File: src/rtl/vert_ucode_quicksort_pkg.sv
// Shared types and sizing for the quicksort bank scheduler.
package vert_ucode_quicksort_pkg;
    localparam int N      = 16;
    localparam int W      = 32;
    localparam int BANK_N = 2;
    localparam int BANK_W = (BANK_N > 1) ? $clog2(BANK_N) : 1;

    typedef logic [BANK_W-1:0]        bank_n_t;
    typedef logic [$clog2(N+1)-1:0]   n_t;
    typedef logic [$clog2(N)-1:0]     addr_t;
    typedef logic [W-1:0]             w_t;

    typedef enum logic [2:0] {
        BS_IDLE      = 3'd0,
        BS_LOADING   = 3'd1,
        BS_READY     = 3'd2,
        BS_SORTING   = 3'd3,
        BS_SORTED    = 3'd4,
        BS_UNLOADING = 3'd5
    } bank_status_t;

    typedef struct packed {
        bank_status_t status;
        n_t           n;
        logic         error;
    } bank_state_t;

    typedef enum logic { ENQ_IDLE, ENQ_LOAD } enqueue_fsm_t;
    typedef enum logic { DEQ_IDLE, DEQ_EMIT } dequeue_fsm_t;

    // Round-robin successor; also correct for non-power-of-two bank counts.
    function automatic bank_n_t bank_inc(input bank_n_t b);
        return (int'(b) == BANK_N - 1) ? '0 : bank_n_t'(b + 1'b1);
    endfunction
endpackage

File: src/rtl/vert_ucode_quicksort_bank_ctxt.sv
// Per-bank context: status, element count and sticky error for one sort bank.
module vert_ucode_quicksort_bank_ctxt
    import vert_ucode_quicksort_pkg::*;
(
    input  logic        clk,
    input  logic        rst,
    input  logic        load,
    input  logic        commit,
    input  logic        start,
    input  logic        done,
    input  logic        done_error,
    input  logic        unload_start,
    input  logic        unload_end,
    output bank_state_t state
);
    // Lifecycle events; the top only raises events legal for the current status,
    // so at most one group fires for this bank in any cycle.
    always_ff @(posedge clk) begin
        if (rst) begin
            state.status <= BS_IDLE;
            state.n      <= '0;
            state.error  <= 1'b0;
        end else begin
            if (load) begin
                state.n      <= n_t'(state.n + 1'b1);
                state.status <= commit ? BS_READY : BS_LOADING;
            end
            if (start) state.status <= BS_SORTING;
            if (done) begin
                state.status <= BS_SORTED;
                state.error  <= state.error | done_error;
            end
            if (unload_start) state.status <= BS_UNLOADING;
            if (unload_end) begin
                state.status <= BS_IDLE;
                state.n      <= '0;
                state.error  <= 1'b0;
            end
        end
    end
endmodule

File: src/rtl/vert_ucode_quicksort_bank_sched.sv
// Bank scheduler: round-robin enqueue, sort dispatch and dequeue over BANK_N banks.
module vert_ucode_quicksort_bank_sched
    import vert_ucode_quicksort_pkg::*;
(
    input  logic                  clk,
    input  logic                  rst,
    input  logic                  in_vld,
    input  logic [W-1:0]          in_w,
    input  logic                  in_commit,
    output logic                  in_rdy,
    output logic [BANK_N-1:0]     bank_wr_en,
    output addr_t                 bank_wr_addr,
    output logic [W-1:0]          bank_wr_data,
    output logic [BANK_N-1:0]     bank_rd_en,
    output addr_t                 bank_rd_addr,
    input  logic [BANK_N*W-1:0]   bank_rd_data,
    output logic                  sort_start,
    output bank_n_t               sort_bank,
    output n_t                    sort_n,
    input  logic                  sort_done,
    input  logic                  sort_error,
    output logic                  out_vld,
    output logic [W-1:0]          out_w,
    output logic                  out_last,
    output logic                  out_error,
    output logic [BANK_N*3-1:0]   bank_status
);
    bank_state_t        bank_st [BANK_N];
    bank_n_t            enq_ptr, sort_ptr, deq_ptr, out_bank;
    enqueue_fsm_t       enq_state, enq_next;
    dequeue_fsm_t       deq_state, deq_next;
    logic               accept, enq_commit, dispatch, finish, rd_last;
    logic [BANK_N-1:0]  ev_ustart, ev_uend;
    addr_t              rd_cnt;

    for (genvar b = 0; b < BANK_N; b++) begin : g_bank
        vert_ucode_quicksort_bank_ctxt u_ctxt (
            .clk          (clk),
            .rst          (rst),
            .load         (accept && (enq_ptr == bank_n_t'(b))),
            .commit       (enq_commit),
            .start        (dispatch && (sort_ptr == bank_n_t'(b))),
            .done         (finish && (sort_ptr == bank_n_t'(b))),
            .done_error   (sort_error),
            .unload_start (ev_ustart[b]),
            .unload_end   (ev_uend[b]),
            .state        (bank_st[b])
        );
        assign bank_status[b*3 +: 3] = bank_st[b].status;
    end

    // Enqueue FSM state register
    always_ff @(posedge clk) begin
        if (rst) enq_state <= ENQ_IDLE;
        else     enq_state <= enq_next;
    end

    // Enqueue next state: LOAD while a set is partially written
    always_comb begin
        enq_next = enq_state;
        case (enq_state)
            ENQ_IDLE: if (accept && !enq_commit) enq_next = ENQ_LOAD;
            ENQ_LOAD: if (accept && enq_commit)  enq_next = ENQ_IDLE;
            default:  enq_next = ENQ_IDLE;
        endcase
    end

    // Enqueue outputs: ready and write port from registered bank state only
    always_comb begin
        in_rdy       = (bank_st[enq_ptr].status == BS_IDLE) ||
                       (bank_st[enq_ptr].status == BS_LOADING);
        accept       = in_vld && in_rdy && !rst;
        enq_commit   = in_commit || (bank_st[enq_ptr].n == n_t'(N - 1));
        bank_wr_en   = '0;
        bank_wr_addr = '0;
        bank_wr_data = '0;
        if (accept) begin
            bank_wr_en[enq_ptr] = 1'b1;
            bank_wr_addr        = addr_t'(bank_st[enq_ptr].n);
            bank_wr_data        = in_w;
        end
    end

    // The sort_ptr bank is SORTING exactly while the engine is busy, so its
    // status alone gates dispatch and filters spurious completions.
    assign dispatch = (bank_st[sort_ptr].status == BS_READY);
    assign finish   = sort_done && (bank_st[sort_ptr].status == BS_SORTING);

    // Enqueue/sort pointers and the registered engine interface
    always_ff @(posedge clk) begin
        if (rst) begin
            enq_ptr    <= '0;
            sort_ptr   <= '0;
            sort_start <= 1'b0;
            sort_bank  <= '0;
            sort_n     <= '0;
        end else begin
            if (accept && enq_commit) enq_ptr <= bank_inc(enq_ptr);
            sort_start <= dispatch;
            if (dispatch) begin
                sort_bank <= sort_ptr;
                sort_n    <= bank_st[sort_ptr].n;
            end
            if (finish) sort_ptr <= bank_inc(sort_ptr);
        end
    end

    assign rd_last = (n_t'(rd_cnt) == n_t'(bank_st[deq_ptr].n - 1'b1));

    // Dequeue FSM state register
    always_ff @(posedge clk) begin
        if (rst) deq_state <= DEQ_IDLE;
        else     deq_state <= deq_next;
    end

    // Dequeue next state: EMIT from a SORTED bank until its last address is read
    always_comb begin
        deq_next = deq_state;
        case (deq_state)
            DEQ_IDLE: if (bank_st[deq_ptr].status == BS_SORTED) deq_next = DEQ_EMIT;
            DEQ_EMIT: if (rd_last) deq_next = DEQ_IDLE;
            default:  deq_next = DEQ_IDLE;
        endcase
    end

    // Dequeue outputs: read port and unload events for the deq_ptr bank
    always_comb begin
        ev_ustart    = '0;
        ev_uend      = '0;
        bank_rd_en   = '0;
        bank_rd_addr = '0;
        if (deq_state == DEQ_IDLE) begin
            if (bank_st[deq_ptr].status == BS_SORTED) ev_ustart[deq_ptr] = 1'b1;
        end else begin
            bank_rd_en[deq_ptr] = 1'b1;
            bank_rd_addr        = rd_cnt;
            if (rd_last) ev_uend[deq_ptr] = 1'b1;
        end
    end

    // Read counter, dequeue pointer and the one-cycle output alignment stage
    always_ff @(posedge clk) begin
        if (rst) begin
            rd_cnt    <= '0;
            deq_ptr   <= '0;
            out_bank  <= '0;
            out_vld   <= 1'b0;
            out_last  <= 1'b0;
            out_error <= 1'b0;
        end else begin
            out_vld   <= (deq_state == DEQ_EMIT);
            out_last  <= (deq_state == DEQ_EMIT) && rd_last;
            out_error <= (deq_state == DEQ_EMIT) && bank_st[deq_ptr].error;
            out_bank  <= deq_ptr;
            rd_cnt    <= (deq_state == DEQ_EMIT) ? addr_t'(rd_cnt + 1'b1) : '0;
            if ((deq_state == DEQ_EMIT) && rd_last) deq_ptr <= bank_inc(deq_ptr);
        end
    end

    assign out_w = out_vld ? bank_rd_data[int'(out_bank)*W +: W] : '0;
endmodule

File: config.mk
export PLATFORM = sky130hd
export DESIGN_NAME = vert_ucode_quicksort_bank_sched
export DESIGN_NICKNAME = d
export VERILOG_FILES = /design/src/rtl/vert_ucode_quicksort_pkg.sv /design/src/rtl/vert_ucode_quicksort_bank_ctxt.sv /design/src/rtl/vert_ucode_quicksort_bank_sched.sv
export SDC_FILE = /design/constraint.sdc
export NUM_CORES = 1
export LEC_CHECK = 0
export CAP_MARGIN = 20
export CORE_ASPECT_RATIO = 0.75
export CORE_MARGIN = 5
export CORE_UTILIZATION = 35
export DETAILED_ROUTE_END_ITERATION = 8
export GPL_ROUTABILITY_DRIVEN = 0
export PLACE_DENSITY = 0.9
export SYNTH_ARGS = -nofsm -noshare
export SYNTH_HDL_FRONTEND = slang
export SYNTH_SLANG_ARGS = --single-unit
File: constraint.sdc
create_clock -name clk -period 2.6 [get_ports clk]
set_input_delay 0.78 -clock clk [delete_from_list [all_inputs] [get_ports clk]]
set_output_delay 0.78 -clock clk [all_outputs]
set_load 0.02 [all_outputs]
## Word-level counts from Yosys, hierarchy flattened

Index checks and enable logic that the tools add are counted.

- Output and inout bits: 93
- Register bits after elaboration: 37
- Input bits: 102
- Word-level logic and storage cells: 114

- Multiplexer cells: 38
- Magnitude comparators: 7
- Shift operators: 1
- Bitwise operators: 8
- Equality and inequality tests: 6
- Reductions and logical operators: 27
- Add/sub/neg operators: 7

Operator list:

| cell | number |
|---|---|
| $mux 9 | 9 |
| $mux 32 | 2 |
| $shiftx 64x7->32 | 1 |
| $mux 3 | 6 |
| $mux 8 | 2 |
| $logic_and 1x1->1 | 14 |
| $mux 2 | 7 |
| $add 5x1->5 const B | 2 |
| $mux 4 | 2 |
| $reduce_bool 4->1 | 2 |
| $reduce_or 4->1 | 2 |
| $mux 1 | 7 |
| $eq 3x2->1 const B | 2 |
| $ge 2x2->1 const B | 3 |
| $not 1->2 | 3 |
| $reduce_or 2->1 | 3 |
| $eq 4x5->1 | 1 |
| $eq 5x4->1 const B | 1 |
| $sub 5x1->5 const B | 1 |
| $add 4x1->4 const B | 1 |
| $lt 1x2->1 const B | 2 |
| $reduce_bool 2->1 | 2 |
| $add 1x1->1 const B | 3 |
| $eq 3x1->1 const B | 1 |
| 9 further kinds | 15 |

## Logic depth before layout (Yosys ltp)

Gate-level depths: netlist of the first run.

- Depth after elaboration: 13
- Depth in mapped cells: 8
- Mapped depth without buffers: 7

## Hierarchy

A second synthesis of the first run with hierarchy kept.

- Cell total of the unflattened synthesis: 315
- Area, all modules: 2655.0 µm²

Modules (own cells, without submodules):

| module | area an instance (µm²) | instances | cells each |
|---|---|---|---|
| vert_ucode_quicksort_bank_sched | 1896.8 | 1 | 237 |
| vert_ucode_quicksort_bank_ctxt | 379.1 | 2 | 39 |

## Worst setup path before layout of the first run

Ideal clock, no wire load.

- Path type: input to output
- Start point: in rst
- End point: out bank_wr_addr[0]
- Stages on the path: 4
- Required time: 1820 ps
- Setup slack: 22 ps
- Buffers on the path: 1
- Arrival: 1798 ps
- Cell sequence: nand2b_1 nor4_1 clkbuf_1 a22o_1

- Longest elaborated chain between the ends: 3

RTL lines:

| what | RTL line | source |
|---|---|---|
| start: declaration | vert_ucode_quicksort_bank_sched.sv:6 | `input logic rst,` |
| $logic_not 1->1 | vert_ucode_quicksort_bank_sched.sv:72 | `accept = in_vld && in_rdy && !rst;` |
| $logic_and 1x1->1 | vert_ucode_quicksort_bank_sched.sv:72 |  |
| $mux 4 | vert_ucode_quicksort_bank_sched.sv:77 | `if (accept) begin` |
| end: declaration | vert_ucode_quicksort_bank_sched.sv:12 | `output addr_t bank_wr_addr,` |

Every way passes these cells.

## Worst setup path after layout of the first run

- Start point: reg enq_ptr
- End point: out bank_wr_data[31]

- Longest elaborated chain between the ends: 9

RTL lines:

| what | RTL line | source |
|---|---|---|
| start: declaration | vert_ucode_quicksort_bank_sched.sv:29 | `bank_n_t enq_ptr, sort_ptr, deq_ptr, out_bank;` |
| start signal: assignment | vert_ucode_quicksort_bank_sched.sv:98 | `if (accept && enq_commit) enq_ptr <= bank_inc(enq_ptr);` |
| $not 1->2 (implied by the code) (*) | vert_ucode_quicksort_bank_sched.sv:70, vert_ucode_quicksort_bank_sched.sv:71 |  |
| $mux 9 (*) (3 in a row) | -- |  |
| $eq 3x1->1 / $logic_not 3->1 (equally long branches) | vert_ucode_quicksort_bank_sched.sv:71, vert_ucode_quicksort_bank_sched.sv:70 |  |
| $logic_or 1x1->1 (*) | vert_ucode_quicksort_bank_sched.sv:70 | `in_rdy = (bank_st[enq_ptr].status == BS_IDLE) \|\|` |
| $logic_and 1x1->1 (*) (2 in a row) | vert_ucode_quicksort_bank_sched.sv:72 |  |
| $mux 32 (*) | vert_ucode_quicksort_bank_sched.sv:77 |  |
| end: declaration | vert_ucode_quicksort_bank_sched.sv:13 | `output logic [W-1:0] bank_wr_data,` |

Mark *: on every way between the ends. The rest lies on a longest branch, timed or not. The select of a mux whose other input is x is not followed.

==> out/qor.csv, run 1 <==
stage,metric,value,unit
synth,ys flop type,dfxtp_1,
final_layout,Filler cells,621,
synth,syn avg cell area,8.33,um2
final_layout,final net count,637,
timing,worst slew pin tran,0.577,ns
worst_setup_path,CP Capture Type,output port,
clock_tree,Clock Sinks,37,
synth,asr flop ratio synth,0,
clock_tree,clk buf depth,2,
synth,Mapped Cells,326,
timing,RSZ-0062 raised after global routing,true,
timing,hold slack,0.474,ns
final_layout,layout overhead on the synthesized area,80.1,%
worst_setup_path,Critical Path Start Type,register,
hold_path,HP Class,reg2reg,
synth,Synth area leader,dfxtp_1,
worst_setup_path,crit-path max FO,10,
placed_design,DP Wirelength,8890,um
clock_tree,CTS tree,built,
synth,sequential element share of the synthesized area,0.273,
timing,Worst Skew,0.00773,ns
floorplan,I/O pins,195,
routing,met3 wire length,978,um
timing,fin. max-slew vios,0,
status,status,completed,
global_routing,initial antenna violation count,0,
timing,fin crit share,0.995,
routing,vias per inst,5.13,
routing,Met1 Wirelength,4540,um
synth,mapped cell area,2720,um2
pwr,VDD IR-drop max,342,uV
worst_setup_path,crit path DAT,1.81,ns
routing,DRT Pass-1 Iters,5,
synth,synth cell count leaders,"mux2i_1, dfxtp_1, nor2b_1",
final_layout,layout cells sized above 1,0.203,
worst_setup_path,CP Buf/Inv Count,3,
global_routing,pin count of the biggest net entering global routing,34,
worst_setup_path,CP required,1.82,ns
global_routing,gr usage total,0.224,
timing,Hold Fails Final Rpt,0,
routing,post-DR wirelength/cell,17.8,um
floorplan,DIE WIDTH,112,um
routing,final wirelength,11300,um
synth,synth top area cells,"dfxtp_1, mux2i_1, nor2b_1",
run,Max Cap Violations,0,
synth,Post-synth EDFFs,0,
floorplan,die area,9640,um2
clock_tree,cts hold-fix bufs,0,
worst_setup_path,kind of critical path,reg2out,
routing,Initial DRC Count,216,
global_routing,first-pass GRT wire length,17600,um
synth,register bit total from synthesis,37,
final_layout,# diodes,0,
floorplan,core area,7470,um2
synth,cell with the most instances after synthesis,mux2i_1,
pwr,LEAKAGE,2.13,nW
pwr,P per Cell Area,302,nW/um2
routing,post-route ant nets,0,
synth,"Distinct cells, synth",46,
floorplan,Initial Util,0.364,
global_routing,GR Overflow Total,0,
synth,"Net Count, Synth",432,
synth,Synth top area share,0.273,
timing,Tmin final,2.59,ns
pwr,Final Power,1.48,mW
worst_setup_path,Worst path max stage delay,0.41,ns
floorplan,number of cell rows,27,
worst_setup_path,"Slowest-stage cell, CP",o31ai_4,
clock_tree,Clock transition at path regs,0.08,ns
worst_setup_path,"delay-heaviest family, CP",buffers and inverters,
routing,# DRC,0,
clock_tree,cts bufs inserted,5,
synth,yosys warns,0,
routing,routed vias,3250,
timing,Peak Freq,0.387,GHz
clock_tree,worst skew pair latency,0.29,ns
floorplan,height of the chip,86.3,um
timing,Final setup viols,0,
routing,Highest Signal Layer,met4,
worst_setup_path,worst path cell trace,"buf_4, o31ai_4, buf_16, and3_1, clkdlybuf4s15_2",
global_routing,vias in the first global route,3278,
worst_setup_path,R2R Setup Slk,0.40,ns
placed_design,buffers added on ports,194,
timing,Rel. slew slack,0.613,
routing,routed wl met2,5530,um
clock_tree,H-Tree Depth,2,
clock_tree,Root Buffer,clkbuf_8,
==> cell families (layout without fill, tap and decap cells) <==
logic type	Yosys count	after routing	synth area share
flip-flops	37	37	0.273
multiplexers	42	42	0.156
XOR/XNOR	19	19	0.0668
AND/OR/NAND/NOR	151	151	0.325
AO/OA/AOI/OAI	34	34	0.0838
buffers and inverters	39	245	0.0774
adder cells (fa/ha/maj)	4	4	0.0184
==> worst register-to-register path, stage by stage, from the launching register on <==
cell and delay, ns:
dfxtp_2 0.44, mux2i_2 0.26, ha_1 0.27, xor2_1 0.31, nand4_4 0.18, o41ai_4 0.30, buf_4 0.23, nor3_1 0.08
==> path summary, 6_finish.rpt <==
path,start,end,cells past startpoint
worst max register to register,deq_ptr,g_bank[1].u_ctxt.state[7],7
worst min register to register,sort_n[2],sort_n[2],2
worst min-delay path,sort_n[2],sort_n[2],2
worst max-delay path,enq_ptr,bank_wr_data[31],5
==> what timing repair did <==
| item | 4_1_cts | 5_1_grt |
|---|---|---|
| pin swaps | 2 | 0 |
| endpoints found under the setup margin | 72 | 30 |
| setup buffers | 1 | 0 |
| gates cloned | 2 | 1 |
| resized for setup | 190 | 33 |
==> cell type report <==
class / instances / area (um2) / share of cell area
well taps: 101 / 126 / 0.0258
clock buffers: 7 / 96.3 / 0.0197
repair buffers: 231 / 2080 / 0.426
inverters: 6 / 22.5 / 0.00460
clock inverters: 1 / 5.00 / 0.00102
multi-input cells: 250 / 1810 / 0.371
flip-flops and latches: 37 / 743 / 0.152
==> metal layers <==
metal  up-vias  track usage
li1       1542            -
met1      1527        0.275
met2       160        0.392
met3        21       0.0635
met4         0       0.0530
met5         -            0
==> metrics by stage <==
step	TNS, ns	worst slack, ns	cell area, um2	cells	util
final	0	0.0139	4890	633	0.655
after global routing	-0.119	-0.0378	4890	633	0.655
after CTS	0	0.0228	4960	632	0.665
after detailed placement	-34.84	-0.791	4880	621	0.653
after global placement	-29.17	-0.780	4880	621	0.653
after floorplan	0	0.0225	2720	326	-
==> power breakdown <==
part	internal [mW]	leakage [nW]	switching, mW
combinational	0.258	1.78	0.190
clock	0.240	0.0542	0.205
sequential	0.574	0.300	0.00953
total	1.07	2.13	0.404
==> registers in the layout (all words and copies together), names as in the netlist <==
| signal | flops |
|---|---|
| deq_ptr | 1 |
| deq_state | 1 |
| enq_ptr | 1 |
| g_bank.u_ctxt.state | 18 |
| out_bank | 1 |
| out_error | 1 |
| out_last | 1 |
| out_vld | 1 |
| rd_cnt | 4 |
| sort_bank | 1 |
| sort_n | 5 |
| sort_ptr | 1 |
| sort_start | 1 |
==> cells in the final DEF, fill, tap and decap left out, drive strengths merged, types with 3 or more instances in the layout <==
cell type      count
nand4              6
ha                 4
nand2             12
xor2               9
a21oi             14
dlygate4sd2       23
and3              34
nor2              28
o21ai              5
buf               72
nor3b              4
clkdlybuf4s50    121
nor3              11
clkbuf            10
and2               4
or3                3
a22oi              6
xnor2             10
nor2b             35
nand3              3
dfxtp             37
clkdlybuf4s15     12
inv                6
mux2i             42
(Power assumes the default switching activity.)
==> run 2: changes to the inputs <==
HOLD_SLACK_MARGIN = 0.08   (was unset)
==> results of run 2 <==
The final DEF is identical to that of run 1; final timing and power are the same.
